[src/rtl/apb_pkg.sv]
// rtl/apb_pkg.sv - shared FSM state encoding for the APB round-robin arbiter
package apb_pkg;

    localparam logic [1:0] ST_IDLE   = 2'd0;
    localparam logic [1:0] ST_SETUP  = 2'd1;
    localparam logic [1:0] ST_ACCESS = 2'd2;

endpackage

[src/rtl/rr_prio_sel.sv]
// rtl/rr_prio_sel.sv - combinational round-robin first-one finder starting at rr_ptr
module rr_prio_sel #(
    parameter int NB_REQ = 3,
    parameter int IDX_W  = (NB_REQ > 1) ? $clog2(NB_REQ) : 1
) (
    input  logic [NB_REQ-1:0] req,
    input  logic [IDX_W-1:0]  rr_ptr,
    output logic              valid,
    output logic [IDX_W-1:0]  idx
);

    // Offsets are walked from farthest to nearest so the nearest set bit
    // (lowest offset from rr_ptr) is the last assignment and wins.
    always_comb begin
        valid = |req;
        idx   = '0;
        for (int i = NB_REQ - 1; i >= 0; i--) begin
            for (int j = 0; j < NB_REQ; j++) begin
                if (rr_ptr == IDX_W'(j) && req[(j + i) % NB_REQ]) begin
                    idx = IDX_W'((j + i) % NB_REQ);
                end
            end
        end
    end

endmodule

[src/rtl/apb_rr_arbiter.sv]
// rtl/apb_rr_arbiter.sv - round-robin sharing of one downstream APB port among NB_REQ requesters
module apb_rr_arbiter
    import apb_pkg::*;
#(
    parameter int  NB_REQ         = 3,
    parameter int  APB_ADDR_WIDTH = 32,
    parameter int  APB_DATA_WIDTH = 32,
    localparam int IDX_W          = (NB_REQ > 1) ? $clog2(NB_REQ) : 1
) (
    input  logic                               clk_i,
    input  logic                               rst_i,
    input  logic [NB_REQ*APB_ADDR_WIDTH-1:0]   apb_req_paddr,
    input  logic [NB_REQ*APB_DATA_WIDTH-1:0]   apb_req_pwdata,
    input  logic [NB_REQ-1:0]                  apb_req_pwrite,
    input  logic [NB_REQ-1:0]                  apb_req_psel,
    input  logic [NB_REQ-1:0]                  apb_req_penable,
    output logic [NB_REQ*APB_DATA_WIDTH-1:0]   apb_req_prdata,
    output logic [NB_REQ-1:0]                  apb_req_pready,
    output logic [NB_REQ-1:0]                  apb_req_pslverr,
    output logic [APB_ADDR_WIDTH-1:0]          apb_master_paddr,
    output logic [APB_DATA_WIDTH-1:0]          apb_master_pwdata,
    output logic                               apb_master_pwrite,
    output logic                               apb_master_psel,
    output logic                               apb_master_penable,
    input  logic [APB_DATA_WIDTH-1:0]          apb_master_prdata,
    input  logic                               apb_master_pready,
    input  logic                               apb_master_pslverr
);

    logic [1:0]       state;
    logic [IDX_W-1:0] grant_idx;
    logic [IDX_W-1:0] rr_ptr;
    logic [IDX_W-1:0] next_ptr;
    logic [IDX_W-1:0] sel_idx;
    logic             sel_valid;
    logic             busy;
    logic             done;

    // Requests are qualified by psel alone; penable is intentionally ignored.
    logic unused_penable;
    assign unused_penable = ^apb_req_penable;

    rr_prio_sel #(
        .NB_REQ (NB_REQ),
        .IDX_W  (IDX_W)
    ) u_rr_prio_sel (
        .req    (apb_req_psel),
        .rr_ptr (rr_ptr),
        .valid  (sel_valid),
        .idx    (sel_idx)
    );

    assign busy     = (state == ST_SETUP) || (state == ST_ACCESS);
    assign done     = (state == ST_ACCESS) && apb_master_pready;
    assign next_ptr = (grant_idx == IDX_W'(NB_REQ - 1)) ? '0 : grant_idx + 1'b1;

    always_ff @(posedge clk_i) begin
        if (rst_i) begin
            state     <= ST_IDLE;
            grant_idx <= '0;
            rr_ptr    <= '0;
        end else begin
            case (state)
                ST_IDLE: begin
                    if (sel_valid) begin
                        grant_idx <= sel_idx;
                        state     <= ST_SETUP;
                    end
                end
                ST_SETUP: state <= ST_ACCESS;
                ST_ACCESS: begin
                    // The just-served requester drops to lowest priority.
                    if (apb_master_pready) begin
                        rr_ptr <= next_ptr;
                        state  <= ST_IDLE;
                    end
                end
                default: state <= ST_IDLE;
            endcase
        end
    end

    assign apb_master_psel    = busy;
    assign apb_master_penable = (state == ST_ACCESS);
    assign apb_master_paddr   = busy ? apb_req_paddr[int'(grant_idx)*APB_ADDR_WIDTH +: APB_ADDR_WIDTH] : '0;
    assign apb_master_pwdata  = busy ? apb_req_pwdata[int'(grant_idx)*APB_DATA_WIDTH +: APB_DATA_WIDTH] : '0;
    assign apb_master_pwrite  = busy ? apb_req_pwrite[grant_idx] : 1'b0;

    // Only the owner sees the completion; everyone else stays in wait states.
    always_comb begin
        apb_req_pready  = '0;
        apb_req_pslverr = '0;
        apb_req_prdata  = '0;
        for (int k = 0; k < NB_REQ; k++) begin
            if (done && grant_idx == IDX_W'(k)) begin
                apb_req_pready[k]                                   = 1'b1;
                apb_req_pslverr[k]                                  = apb_master_pslverr;
                apb_req_prdata[k*APB_DATA_WIDTH +: APB_DATA_WIDTH]  = apb_master_prdata;
            end
        end
    end

endmodule

[config.mk]
export PLATFORM = sky130hd
export DESIGN_NAME = apb_rr_arbiter
export DESIGN_NICKNAME = d
export VERILOG_FILES = /design/src/rtl/apb_pkg.sv /design/src/rtl/rr_prio_sel.sv /design/src/rtl/apb_rr_arbiter.sv
export SDC_FILE = /design/constraint.sdc
export NUM_CORES = 1
export LEC_CHECK = 0
export BUFFER_PORTS_ARGS = -buffer_cell sky130_fd_sc_hd__buf_2
export CAP_MARGIN = 30
export CELL_PAD_IN_SITES_DETAIL_PLACEMENT = 1
export CELL_PAD_IN_SITES_GLOBAL_PLACEMENT = 1
export CORE_AREA = 2 2 159 161
export CTS_CLUSTER_SIZE = 20
export DETAILED_ROUTE_END_ITERATION = 8
export DIE_AREA = 0 0 161 163
export PLACE_DENSITY_LB_ADDON = 0.1
export SLEW_MARGIN = 25
export SYNTH_ARGS = -nofsm -noshare
export SYNTH_HDL_FRONTEND = slang
export SYNTH_SLANG_ARGS = --single-unit
[constraint.sdc]
create_clock -name clk_i -period 2.75 [get_ports clk_i]
set_input_delay 0.275 -clock clk_i [delete_from_list [all_inputs] [get_ports clk_i]]
set_output_delay 0.275 -clock clk_i [all_outputs]
set_load 0.1 [all_outputs]
==> flow_metrics.env, run 1 <==
export IMPL_first_global_vias=4648
export IMPL_cts_repair_resized=0
export IMPL_leakagePower_nw=3.22
export IMPL_worst_skew_pair_late_latency_ps=230
export IMPL_wl_per_cell_um=15.6
export IMPL_first_iter_violations=95
export IMPL_cts_buffers=3
export IMPL_core_um2=24700
export IMPL_cap_violations=0
export IMPL_drc=0
export IMPL_rsz0062_at_grt="false"
export IMPL_fin_cells=1147
export IMPL_ys_warn_count=0
export IMPL_end_kind="primary output"
export IMPL_critPathLaunchType="flip-flop"
export IMPL_clockPowerShare_pct=6.5
export IMPL_pwr_share_seq_pct=3.1
export IMPL_fin_nets=1056
export IMPL_vias_per_cell=3.86
export IMPL_overflow=0
export IMPL_worst_path_max_fanout=34
export IMPL_power_density_nw_per_um2=561
export IMPL_synth_most_common_cell="and2_1"
export IMPL_fmax_mhz=408
export IMPL_syn_to_final_growth_pct=124
export IMPL_fill_cells=3046
export IMPL_htreeDepth=1
export IMPL_grt_pass1_wl_mm=26.8
export IMPL_path_clk_slew_ps=40
export IMPL_hpwl_mm=14.6
export IMPL_switchingPower_mw=2.26
export IMPL_synth_area_per_cell_um2=6.88
export IMPL_dpl_cell_count=1141
export IMPL_finClkSkew_ps=2.72
export IMPL_grt_max_degree=66
export IMPL_grt_util_all_layers_pct=12.8
export IMPL_r2r_end="rr_ptr[0]$_SDFFE_PP0P_"
export IMPL_setup_viol=0
export IMPL_worstPathArrival_ps=2180
export IMPL_routed_wl_mm=17.9
export IMPL_final_area_um2=6750
export IMPL_synth_top_area_cell="mux2i_1"
export IMPL_path_class="flip-flop to primary output"
export IMPL_syn_nets=677
export IMPL_synth_top_area_share_pct=22.0
export IMPL_cts_root_buf="clkbuf_16"
export IMPL_reg2reg_setup_slack_ps=1360
export IMPL_dieArea_um2=26200
export IMPL_cts_sinks=6
export IMPL_synthFlopType="dfxtp_1"
export IMPL_drive_gt1_share_pct=62.9
export IMPL_tightestPinTransition_ps=621
export IMPL_design_power_total_mw=3.78
export IMPL_irDropWorstVdd_mv=0.238
export IMPL_ff2ff_path_depth=6
export IMPL_vias=4427
export IMPL_outcome="finished clean"
export IMPL_final_max_slew_violation_count=0
export IMPL_worstPathRequired_ps=2480
export IMPL_netlist_cell_type_count=30
export IMPL_yosysSeqAreaShare_pct=4.00
export IMPL_postPlaceCellArea_um2=6660
export IMPL_cts_max_path_buffers=2
export IMPL_place_congestion=0.723
export IMPL_post_cts_buffers=0
export IMPL_ant_nets=0
export IMPL_synth_area_um2=3010
export IMPL_yosys_register_bits=6
export IMPL_synth_edf_count=0
export IMPL_combPwrFrac_pct=90.4
export IMPL_finalSetupTns_ps=0
export IMPL_dr_pass1_iters=4
export IMPL_start_util_pct=12.2
export IMPL_p_sw_share_pct=59.8
export IMPL_cts_tree="yes"
export IMPL_antenna_found_initial=3
export IMPL_synthArstFlopShare_pct=0
export IMPL_min_path_type="input pin to flip-flop"
export IMPL_synth_area_leaders="mux2i_1 22%, and2_1 21%, a21boi_1 16%"
export IMPL_die_w_um=161
export IMPL_hold_viol_final=0
export IMPL_rows=58
export IMPL_critPathCapture="apb_master_paddr[19]"
export IMPL_synth_common_cells="99 x and2_1, 68 x nand2_1, 66 x mux2i_1"
export IMPL_cts_hold_buf=0
export IMPL_slew_headroom_pct=58.6
export IMPL_die_h_um=163
export IMPL_min_period_ps=2450
export IMPL_startpoint="grant_idx[0]$_SDFFE_PP0P_"
export IMPL_portBuffers=402
export IMPL_p_int_mw=1.52
export IMPL_syn_inst=437
export IMPL_final_period_utilization_pct=89.2
export IMPL_ios=406
export IMPL_reg2reg_from="state[0]$_SDFFE_PP0P_"
cells by family (layout without fill, tap and decap cells):
logic type / after synthesis / count (layout) / share of synthesized area [%]
AOI/OAI and AO/OA: 76 / 76 / 18.7
adders and majority gates: 3 / 3 / 1.25
buffers and inverters: 42 / 420 / 8.57
DFF: 6 / 6 / 4.00
muxes: 66 / 66 / 22.0
other: 0 / 2 / 0
and+or+nand+nor: 244 / 244 / 45.5
critical path, cell delays in order (launching register included):
cell      delay (ps)
dfxtp_4          520
buf_4            560
mux2i_1          190
or2_1            280
a21boi_4         160
buf_12           190
registers in the layout (all words and copies together) (netlist names):
register and flops:
grant_idx 2, rr_ptr 2, state 2
stage by stage:
step	hold slack (ps)	setup slack, ps	utilization (%)
after global placement	485	486	27.0
after global routing	315	145	27.3
after detailed placement	496	474	27.0
after floorplan	344	-134	-
after CTS	305	229	27.3
final	301	298	27.3
power by group through the flow:
stage               logic (mW)  clock network (mW)  registers [mW]
finish                    3.42               0.245           0.118
global route              3.57               0.260           0.121
detailed placement        3.47                   0           0.121
floorplan                 2.27                   0           0.103
CTS                       3.48               0.250           0.120
global placement          3.47                   0           0.121
placed cells by master (no fill, tap or decap), types with 2 or more instances in the layout:
| cell | count |
|---|---|
| buf_2 | 336 |
| and2_1 | 74 |
| nand2_1 | 68 |
| buf_12 | 68 |
| mux2i_1 | 66 |
| or2_1 | 65 |
| a21boi_2 | 55 |
| and2_2 | 18 |
| a21boi_4 | 10 |
| buf_4 | 8 |
| and2_4 | 7 |
| a21oi_1 | 4 |
| dfxtp_1 | 4 |
| inv_1 | 3 |
| clkbuf_16 | 3 |
| diode_2 | 2 |
| o31ai_1 | 2 |
| nor2b_1 | 2 |
| nand2b_1 | 2 |
| ha_2 | 2 |
worst min path at each step:
stage / start / endpoint / slack (ps) / cells past startpoint
4_1_cts: rst_i / grant_idx[0]$_SDFFE_PP0P_ / 300 / 2
3_5_place_dp: rr_ptr[1]$_SDFFE_PP0P_ / rr_ptr[1]$_SDFFE_PP0P_ / 500 / 2
5_1_grt: rst_i / rr_ptr[1]$_SDFFE_PP0P_ / 310 / 2
3_3_place_gp: rr_ptr[1]$_SDFFE_PP0P_ / rr_ptr[1]$_SDFFE_PP0P_ / 490 / 2
2_1_floorplan: rst_i / grant_idx[0]$_SDFFE_PP0P_ / 340 / 1
6_report: rst_i / grant_idx[0]$_SDFFE_PP0P_ / 300 / 2
metal layers:
metal	vias up	GRT usage [%]	part of all wire (%)
met2	240	24.2	52
met1	1980	14.2	38
met4	2	2.39	0.74
met5	-	0	0.061
met3	11	3.77	9.4
li1	2194	-	-
layout make-up:
type,count,area (µm²),area share (%)
clock buffers,4,78.8,1.17
well taps,330,413,6.12
diodes,2,5.00,0.0742
repair buffers,412,3100,46.0
flip-flops and latches,6,125,1.85
multi-input cells,389,3010,44.6
inverters,4,15.0,0.223
No activity file was read; power rests on OpenSTA's default activity.
==> inputs of run 2 (changes only) <==
--- a/config.mk
+++ b/config.mk
@@ -14,6 +14,7 @@
 export DETAILED_ROUTE_END_ITERATION = 8
 export DIE_AREA = 0 0 161 163
 export PLACE_DENSITY_LB_ADDON = 0.1
+export REMOVE_ABC_BUFFERS = 1
 export SLEW_MARGIN = 25
 export SYNTH_ARGS = -nofsm -noshare
 export SYNTH_HDL_FRONTEND = slang
==> constraint.sdc (replaced) <==
create_clock -name clk_i -period 3 [get_ports clk_i]
set_input_delay 0.3 -clock clk_i [delete_from_list [all_inputs] [get_ports clk_i]]
set_output_delay 0.3 -clock clk_i [all_outputs]
set_load 0.1 [all_outputs]
==> run 2 against run 1 <==
Non-clock buffer count decreased by 3. Clock skew is 5.3 ps higher. Utilization shrank 1.6 points. Flip-flop and latch count is the same. Critical path depth unchanged. Global-route usage is 0.93 points higher. Combinational power decreased by 21%. Critical endpoint is now apb_req_prdata[18]. Sequential share of layout area rose by 0.11 points. Count of clock-buffer cells in the layout unchanged. Die area is the same. First-iteration DRC count up 58%.
==> flow_metrics.env, run 2 (same netlist as run 1, synthesis figures left out) <==
export IMPL_outcome="finished clean"
export IMPL_dp_slack_ps=640
export IMPL_grt_pass1_wl_mm=28.1
export IMPL_final_period_utilization_pct=84.9
export IMPL_fill_cells=3066
export IMPL_htreeDepth=1
export IMPL_design_power_total_mw=3.03
export IMPL_multi_input_area_um2=2640
export IMPL_rsz0062_at_grt="false"
export IMPL_drc=0
export IMPL_final_area_um2=6360
export IMPL_hold_start="rst_i"
export IMPL_cts_buffers=3
export IMPL_worst_skew_pair_late_latency_ps=240
export IMPL_cts_root_buf="clkbuf_16"
export IMPL_cts_hold_buf=0
export IMPL_core_um2=24700
export IMPL_critPathLaunchType="flip-flop"
export IMPL_fin_nets=1053
export IMPL_ios=406
export IMPL_postPlaceCellArea_um2=6280
export IMPL_dieArea_um2=26200
export IMPL_final_common_cell="buf_2"
export IMPL_dr_pass1_iters=4
export IMPL_drive_gt1_share_pct=51.6
export IMPL_worstPathArrival_ps=2250
export IMPL_fmax_mhz=393
export IMPL_path_clk_slew_ps=40
export IMPL_cts_tree="yes"
export IMPL_leakagePower_nw=3.10
export IMPL_cts_max_path_buffers=2
export IMPL_worst_path_max_fanout=35
export IMPL_reg2reg_from="state[0]$_SDFFE_PP0P_"
export IMPL_cts_sinks=6
export IMPL_hold_viol_final=0
export IMPL_regArea_um2=125
export IMPL_dpl_cell_count=1138
export IMPL_cts_repair_resized=0
export IMPL_startpoint="state[0]$_SDFFE_PP0P_"
export IMPL_grt_util_all_layers_pct=13.7
export IMPL_tightestPinTransition_ps=624
export IMPL_overflow=0
export IMPL_irDropWorstVdd_mv=0.267
export IMPL_die_w_um=161
export IMPL_path_cells="inv_1 > ha_1 > and4bb_2 > and2_1 > buf_2"
export IMPL_min_path_type="input pin to flip-flop"
export IMPL_die_h_um=163
export IMPL_final_max_slew_violation_count=0
export IMPL_first_iter_violations=150
export IMPL_worstPathRequired_ps=2700
export IMPL_portBuffers=402
export IMPL_path_class="flip-flop to primary output"
export IMPL_syn_to_final_growth_pct=112
export IMPL_grt_max_degree=67
export IMPL_final_cell_mix="336 x buf_2, 99 x and2_1, 69 x buf_12"
export IMPL_finClkSkew_ps=8.01
export IMPL_cap_violations=0
export IMPL_hpwl_mm=16.0
export IMPL_slowest_delay_ps=670
export IMPL_routed_wl_mm=19.6
export IMPL_power_density_nw_per_um2=477
export IMPL_first_global_vias=4389
export IMPL_finalSetupTns_ps=0
export IMPL_rows=58
export IMPL_ant_nets=0
export IMPL_slew_headroom_pct=58.4
export IMPL_wl_per_cell_um=17.2
export IMPL_fin_cells=1142
export IMPL_antenna_found_initial=2
export IMPL_setup_viol=0
export IMPL_worst_slack_ps=454
export IMPL_vias=4449
export IMPL_min_period_ps=2550
export IMPL_post_cts_buffers=0
export IMPL_end_kind="primary output"
export IMPL_reg_top3="grant_idx x2, rr_ptr x2, state x2"
export IMPL_start_util_pct=12.2
export IMPL_cp_slowest_cell="and4bb_2"
export IMPL_place_congestion=0.757
export IMPL_vias_per_cell=3.90
export IMPL_antenna_cells_inserted=0
[run 2: layer usage]
metal,global-route usage (%),share of wire [%],up-vias
met3,3.72,7.8,6
met2,26.2,53,206
met4,0.852,0.19,2
li1,-,-,2185
met5,0,0.051,-
met1,16.0,39,2050
[run 2: stage by stage]
stage | utilization, % | hold slack (ps)
6_report | 25.8 | 327
5_1_grt | 25.8 | 351
4_1_cts | 25.8 | 330
3_5_place_dp | 25.5 | 488
3_3_place_gp | 25.5 | 490
2_1_floorplan | - | 369
[run 2: layout make-up]
class / count / area share [%]
multi-input combinational: 389 / 41.5
timing repair buffer: 409 / 48.6
clock buffer: 4 / 1.24
tap: 330 / 6.49
inverter: 4 / 0.236
sequential: 6 / 1.97
[run 2: final timing paths]
| path | slack (ps) | cells after the start | endpoint |
|---|---|---|---|
| worst min-delay path | 330 | 2 | grant_idx[0]$_SDFFE_PP0P_ |
| worst max-delay path | 450 | 5 | apb_req_prdata[18] |
| worst max register to register | 1400 | 5 | rr_ptr[0]$_SDFFE_PP0P_ |
| worst min register to register | 490 | 2 | rr_ptr[1]$_SDFFE_PP0P_ |
[run 2: where the power goes]
| group | switching, mW | internal, mW | total, mW | leakage (nW) |
|---|---|---|---|---|
| sequential | 0.0177 | 0.0887 | 0.106 | 0.0502 |
| clock | 0.0551 | 0.177 | 0.232 | 0.0382 |
| combinational | 1.91 | 0.782 | 2.70 | 3.01 |
[run 2: critical path: cells and delay by family (launching register included)]
family,cells,cell delay [ps]
and+or+nand+nor,2,880
DFF,1,300
buffers and inverters,2,550
adders and majority gates,1,260
